**config.mk**
```make
export PLATFORM = sky130hd
export DESIGN_NAME = _skid_buffer
export DESIGN_NICKNAME = d
export VERILOG_FILES = /design/src/rtl/constants.sv /design/src/rtl/_skid_buffer.sv
export SDC_FILE = /design/constraint.sdc
export NUM_CORES = 1
export LEC_CHECK = 0
export CAP_MARGIN = 10
export CORE_ASPECT_RATIO = 1.1
export CORE_MARGIN = 3
export CORE_UTILIZATION = 45
export CTS_CLUSTER_DIAMETER = 30
export DETAILED_ROUTE_END_ITERATION = 7
export HOLD_SLACK_MARGIN = 0.08
export PLACE_DENSITY_LB_ADDON = 0.2
export REMOVE_ABC_BUFFERS = 1
export SYNTH_ARGS = -nofsm -noshare
export SYNTH_HDL_FRONTEND = slang
export SYNTH_SLANG_ARGS = --single-unit
```
**constraint.sdc**
```tcl
create_clock -name clk -period 2.2 [get_ports clk]
set_input_delay 0.55 -clock clk [delete_from_list [all_inputs] [get_ports clk]]
set_output_delay 0.55 -clock clk [all_outputs]
set_load 0.005 [all_outputs]
```
**src/rtl/constants.sv**
```systemverilog
`default_nettype none
// ============================================================================
//  Module      : constants (package)
//  Description : Shared word width and skid-buffer state encoding.
//  Revision    : 1.0 - initial release
// ============================================================================
package constants;

    localparam int WORD_LENGTH = 32;

    // Numeric values double as the occupancy count (0, 1, 2 words).
    typedef enum logic [1:0] {
        SKID_EMPTY = 2'd0,
        SKID_BUSY  = 2'd1,
        SKID_FULL  = 2'd2
    } skid_state_t;

endpackage : constants
`default_nettype wire

```
**src/rtl/_skid_buffer.sv**
```systemverilog
`default_nettype none
// ============================================================================
//  Module      : _skid_buffer
//  Description : Two-entry elastic pipeline stage with valid/ready handshakes.
//                in_ready and out_valid decode only registered state, so a
//                downstream stall never reaches upstream combinationally.
//  Revision    : 1.0 - initial release
// ============================================================================
module _skid_buffer
    import constants::*;
#(
    parameter int n = WORD_LENGTH
) (
    input  logic         clk,
    input  logic         rst_n,
    input  logic         flush,
    input  logic         in_valid,
    output logic         in_ready,
    input  logic [n-1:0] in_data,
    output logic         out_valid,
    input  logic         out_ready,
    output logic [n-1:0] out_data,
    output logic [1:0]   count
);

    skid_state_t  state_q, state_d;
    logic [n-1:0] main_q,  main_d;
    logic [n-1:0] skid_q,  skid_d;
    logic         w_ix;
    logic         w_ox;

    // Outputs depend on state_q alone: no path from out_ready or in_valid.
    assign out_valid = (state_q != SKID_EMPTY);
    assign in_ready  = (state_q != SKID_FULL);
    assign count     = 2'(state_q);
    assign out_data  = main_q;

    assign w_ix = in_valid & in_ready;
    assign w_ox = out_valid & out_ready;

    // State register with main and skid data registers.
    always_ff @(posedge clk or negedge rst_n) begin
        if (!rst_n) begin
            state_q <= SKID_EMPTY;
            main_q  <= '0;
            skid_q  <= '0;
        end else begin
            state_q <= state_d;
            main_q  <= main_d;
            skid_q  <= skid_d;
        end
    end

    // Next-state and data-path selection; flush overrides every transfer.
    always_comb begin
        state_d = state_q;
        main_d  = main_q;
        skid_d  = skid_q;
        if (flush) begin
            // Data registers keep stale contents; out_valid=0 hides them.
            state_d = SKID_EMPTY;
        end else begin
            case (state_q)
                SKID_EMPTY: begin
                    if (w_ix) begin
                        state_d = SKID_BUSY;
                        main_d  = in_data;
                    end
                end
                SKID_BUSY: begin
                    case ({w_ix, w_ox})
                        2'b11: main_d = in_data;
                        2'b10: begin
                            state_d = SKID_FULL;
                            skid_d  = in_data;
                        end
                        2'b01: state_d = SKID_EMPTY;
                        default: state_d = SKID_BUSY;
                    endcase
                end
                SKID_FULL: begin
                    // in_ready is low here, so only the drain path applies.
                    if (w_ox) begin
                        state_d = SKID_BUSY;
                        main_d  = skid_q;
                    end
                end
                default: state_d = SKID_EMPTY;
            endcase
        end
    end

endmodule : _skid_buffer
`default_nettype wire

```
After elaboration in Yosys (flattened, before gate mapping)
Index checks and enable logic that the tools add are counted.
- bits in writable memories: 0
- input bits: 37
- memories kept: 0
- bits in read-only memories: 0
- latch bits: 0
- flip-flop bits (word level): 66
- output and inout bits: 36
- logic and storage cells: 33
- bitwise operators: 3
- reductions and logical operators: 6
- equal/unequal tests: 12
- multiply operators: 0
- div/mod/pow operators: 0
- magnitude comparators: 0
- shift-type cells: 0
- add/sub/neg operators: 0
- multiplexer cells: 9
- operators with widths (cell ; count):
    $mux W32 ; 3
    $pmux W32 S3 ; 1
    $pmux W2 S3 ; 2
    $ne A3 B3 Y1 const B ; 3
    $eq A2 B2 Y1 const B ; 3
    $mux W2 ; 3
    $ne A2 B2 Y1 const B ; 3
    $reduce_and A3 Y1 ; 2
    $reduce_and A5 Y1 ; 1
    $eq A2 B1 Y1 const B ; 2
    $reduce_bool A3 Y1 ; 1
    $and A1 B1 Y1 ; 2
    $logic_not A2 Y1 ; 1
    $ne A2 B1 Y1 const B ; 1
    $reduce_bool A2 Y1 ; 1
    $not A1 Y1 ; 1

Depth between registers and ports, before layout
- word-level depth: 6
- gate-level depth with buffers: 9
- depth with buffers taken out: 7

Worst setup path after synthesis
No wires, ideal clock.
- kind: reg2reg
- from: register state_q[0] (netlist: count[0])
- to: register main_q[0] (netlist: out_data[0])
- period minus slack after synthesis: 2155 ps
- path slack: 45 ps
- setup time: 125 ps
- path buffers: 2
- required time: 2075 ps
- cell stages (with the launch flop): 10
- arrival time: 2030 ps
- cells stage by stage: dfrtp_1 > nor2b_2 > buf_6 > inv_1 > and2_1 > ha_1 > mux2_4 > o2bb2ai_4 > buf_6 > mux2_4
- word-level cells in the longest chain between the ends: 5
- elaborated cells between the ends (all ways): 14
- those cells by class: eq/ne: 7; mux: 1; bitwise: 2; reduce/logical: 4
- ends and longest elaborated chain (what ; line ; source):
    from (decl) ; _skid_buffer.sv:26 ; skid_state_t state_q, state_d;
    from (signal assigned) ; _skid_buffer.sv:48 ; state_q <= state_d;
    $ne A2 B2 Y1 * ; _skid_buffer.sv:34 ; assign in_ready = (state_q != SKID_FULL);
    via in_ready ; _skid_buffer.sv:18 ; output logic in_ready,
    $and A1 B1 Y1 * ; _skid_buffer.sv:38 ; assign w_ix = in_valid & in_ready;
    $eq A2 B2 Y1 ; _skid_buffer.sv:71 ; case ({w_ix, w_ox})
    $ne A2 B1 Y1 (no source line) ; n/a ;
    $reduce_and A5 Y1 (no source line) * ; n/a ;
    to (signal assigned) ; _skid_buffer.sv:49 ; main_q <= main_d;
    to (decl) ; _skid_buffer.sv:27 ; logic [n-1:0] main_q, main_d;
Mark *: on every way through the listed nets, which the timed path passes. The rest lies on a longest branch.
A chain may end at the register's enable or synchronous reset.

Worst setup path in the final report
- from: register state_q[1] (netlist: count[1])
- to: register main_q[0] (netlist: out_data[0])
- word-level cells in the longest chain between the ends: 5
- elaborated cells between the ends (all ways): 14
- those cells by class: eq/ne: 7; mux: 1; bitwise: 2; reduce/logical: 4
- ends and longest elaborated chain (what ; line):
    $ne A2 B2 Y1 / $reduce_bool A2 Y1 (equally long branches) ; _skid_buffer.sv:34, _skid_buffer.sv:33
    $and A1 B1 Y1, on equally long branches ; _skid_buffer.sv:38, _skid_buffer.sv:39
    $eq A2 B2 Y1 ; _skid_buffer.sv:71
    $ne A2 B1 Y1 (no source line) ; n/a
    $reduce_and A5 Y1 (no source line) ; n/a
Parallel ways exist; a longest one is shown, timed or not.

==> flow_metrics.env <==
export IMPL_yosysSeqAreaShare_pct=50.7
export IMPL_ctsLongestPathBuffers=2
export IMPL_slew_violations=0
export IMPL_drtIter0Drc=33
export IMPL_synth_largest_area_cell="dfrtp_1"
export IMPL_routed_wirelength_um=5930
export IMPL_layout_setup_ws_ns=0.0824
export IMPL_hold_class="input pin to async pin"
export IMPL_nNetsFinal=322
export IMPL_cp_required_ns=2.42
export IMPL_clk_pin_slew_ns=0.07
export IMPL_cts_setup_buffers=0
export IMPL_path_cells="or2_2, nand2_1, inv_1, ha_1, mux2_4, o2bb2ai_4, buf_12, mux2_4"
export IMPL_max_stage_delay_ns=0.41
export IMPL_wire_per_inst_um=16.0
export IMPL_met3_usage_pct=3.80
export IMPL_root_buffer="clkbuf_8"
export IMPL_start_kind="flip-flop"
export IMPL_grt_pass1_vias=1930
export IMPL_max_slew_margin_pct=61.0
export IMPL_numCtsBuffers=9
export IMPL_p_int_mw=2.88
export IMPL_grt_overflow=0
export IMPL_postCtsHoldBufs=0
export IMPL_setup_violations_final=0
export IMPL_final_cell_mix="clkdlybuf4s50_1 (71), dfrtp_1 (66), mux2_4 (62)"
export IMPL_grt_util_all_layers_pct=15.3
export IMPL_vdd_ir_drop_max_mv=0.515
export IMPL_grt_use_met2_pct=24.5
export IMPL_die_area_um2=8290
export IMPL_die_w_um=87.1
export IMPL_ios=73
export IMPL_synth_simple_area_share_pct=1.61
export IMPL_postPlaceCellArea_um2=4130
export IMPL_ctsResizeCount=0
export IMPL_detailroute_via_count=1828
export IMPL_finClkSkew_ns=0.00568
export IMPL_worst_ep_arrival_time_ns=2.34
export IMPL_crit_top_cell="mux2_4"
export IMPL_grt_util_met1_pct=19.3
export IMPL_synth_cell_types=21
export IMPL_netlist_instances=190
export IMPL_synth_compound_area_share_pct=1.65
export IMPL_critical_path_top_delay_family="multiplexers"
export IMPL_synth_avg_cell_area_um2=17.1
export IMPL_netSwitchingFraction_pct=25.8
export IMPL_period_needed_ns=2.12
export IMPL_synth_area_leaders="dfrtp_1 (51%), mux2_4 (29%), mux2_2 (12%)"
export IMPL_vias_per_cell=4.94
export IMPL_num_antenna_cells=0
export IMPL_switchingPower_mw=1.00
export IMPL_seqPwrFrac_pct=46.9
export IMPL_drt_pass1_iter_count=4
export IMPL_core_area_um2=6790
export IMPL_synth_top_family_by_area="multiplexers"
export IMPL_pwr_share_clk_pct=22.9
export IMPL_hold_viol_final=0
export IMPL_synth_mux_area_share_pct=40.7
export IMPL_cts_tree="yes"
export IMPL_insertion_delay_ns=0.34
export IMPL_synthDominantCellAreaShare_pct=50.7
export IMPL_pre_cts_slack_ns=-0.174
export IMPL_slowest_stage="dfrtp_1"
export IMPL_synth_xor_area_share_pct=0
export IMPL_crit_type="flip-flop to flip-flop"
export IMPL_busiest_layer="met2"
export IMPL_tightest_slew_ns=0.585
export IMPL_grt_pass1_wl_um=9500
export IMPL_holdWs_ns=0.0953
export IMPL_rows=31
export IMPL_drc=0
export IMPL_final_common_cell="clkdlybuf4s50_1"
export IMPL_area_growth_pct=32.8
export IMPL_power_leakage_nw=1.94
export IMPL_dp_hpwl_um=4210
export IMPL_power_density_nw_per_um2=897
export IMPL_final_cell_area_um2=4320
export IMPL_yosys_warnings=0
export IMPL_netlist_area_um2=3250
export IMPL_antenna_found_initial=0
export IMPL_cts_sinks=66
export IMPL_cp_max_fo=11
export IMPL_maxCapViolations=0
export IMPL_cts_htree_levels=3
export IMPL_numPortBuffers=72
export IMPL_ant_nets=0
export IMPL_synth_fa_ha_area_share_pct=0.769
export IMPL_drive_gt1_share_pct=47.6
export IMPL_place_congestion=0.751
export IMPL_p_comb_share_pct=30.2
export IMPL_cp_end_kind="flip-flop"
export IMPL_grt_max_degree=32
export IMPL_die_h_um=95.2
export IMPL_status="complete, no violations"
export IMPL_initial_core_util_pct=47.9
export IMPL_fmax_mhz=472
export IMPL_crit_buf_inv=2
export IMPL_ys_ff_latch=66
export IMPL_period_share_pct=96.3
-- flip-flops by register name (all words and copies together), names as in the netlist --
| name | flops |
|---|---|
| count | 2 |
| out_data | 32 |
| skid_q | 32 |
-- power by group through the flow --
| stage | combinational, mW | clock (mW) | sequential [mW] |
|---|---|---|---|
| 3_3_place_gp | 1.15 | 0 | 1.83 |
| 6_report | 1.17 | 0.888 | 1.82 |
| 4_1_cts | 1.19 | 0.919 | 1.83 |
| 2_1_floorplan | 0.610 | 0 | 1.81 |
| 5_1_grt | 1.26 | 0.964 | 1.87 |
| 3_5_place_dp | 1.19 | 0 | 1.84 |
-- logic make-up after synthesis --
group / Yosys count
simple gates: 8
mux: 97
compound gates: 5
buf+inv: 12
flops: 66
fa+ha+maj: 2
-- layer usage --
layer | vias up | wire (um)
li1 | 868 | -
met1 | 904 | 2590
met2 | 46 | 2960
met3 | 10 | 269
met4 | 0 | 102
met5 | - | 0
-- worst paths after layout --
| check | start | end | slack (ns) | cells after the start |
|---|---|---|---|---|
| worst max register to register | count[1] | out_data[0] | 0.08 | 8 |
| worst min-delay path | rst_n | count[1] | 0.1 | 1 |
| min in group clk | skid_q[5] | skid_q[5] | 0.50 | 1 |
| worst max-delay path | count[1] | out_data[0] | 0.08 | 8 |
| worst min register to register | skid_q[5] | skid_q[5] | 0.50 | 1 |
| max in group asynchronous | rst_n | skid_q[15] | 1.44 | 2 |
-- area by class of cell --
cell class                      instances  area, um^2
Fill cell                             526        2470
Sequential cell                        66        1650
Multi-Input combinational cell        112        1460
Timing Repair Buffer                   92         928
Clock buffer                            9         124
Tap cell                               82         103
Clock inverter                          7        46.3
Inverter                                2        7.51
-- cells in the mapped netlist --
cell type  number
mux2_1          1
nor2_1          1
o2bb2ai_4       1
nand2b_1        1
buf_12          3
nand3_2         1
mux2_4         62
o32ai_1         1
nand3b_1        1
a21oi_1         1
ha_1            2
buf_6           7
mux2_2         34
nand2_1         1
or2_2           1
a21o_1          1
and2_1          1
inv_1           2
nor2b_2         1
dfrtp_1        66
o21ai_0         1
-- metrics by stage --
| stage | power [mW] | utilization, % | TNS [ns] | cells |
|---|---|---|---|---|
| floorplan | 2.42 | - | -90.16 | 180 |
| global placement | 2.98 | 60.8 | -4.74 | 351 |
| detailed placement | 3.03 | 60.8 | -5.64 | 351 |
| CTS | 3.93 | 63.3 | 0 | 367 |
| global route | 4.10 | 63.7 | -0.00177 | 370 |
| finish | 3.88 | 63.7 | 0 | 370 |
-- worst reg2reg max path: stages (launching register included) --
cell	delay [ns]
dfrtp_1	0.41
or2_2	0.32
nand2_1	0.10
inv_1	0.05
ha_1	0.20
mux2_4	0.27
o2bb2ai_4	0.17
buf_12	0.18
mux2_4	0.30
Note: power is estimated with default switching activity, not from simulation.
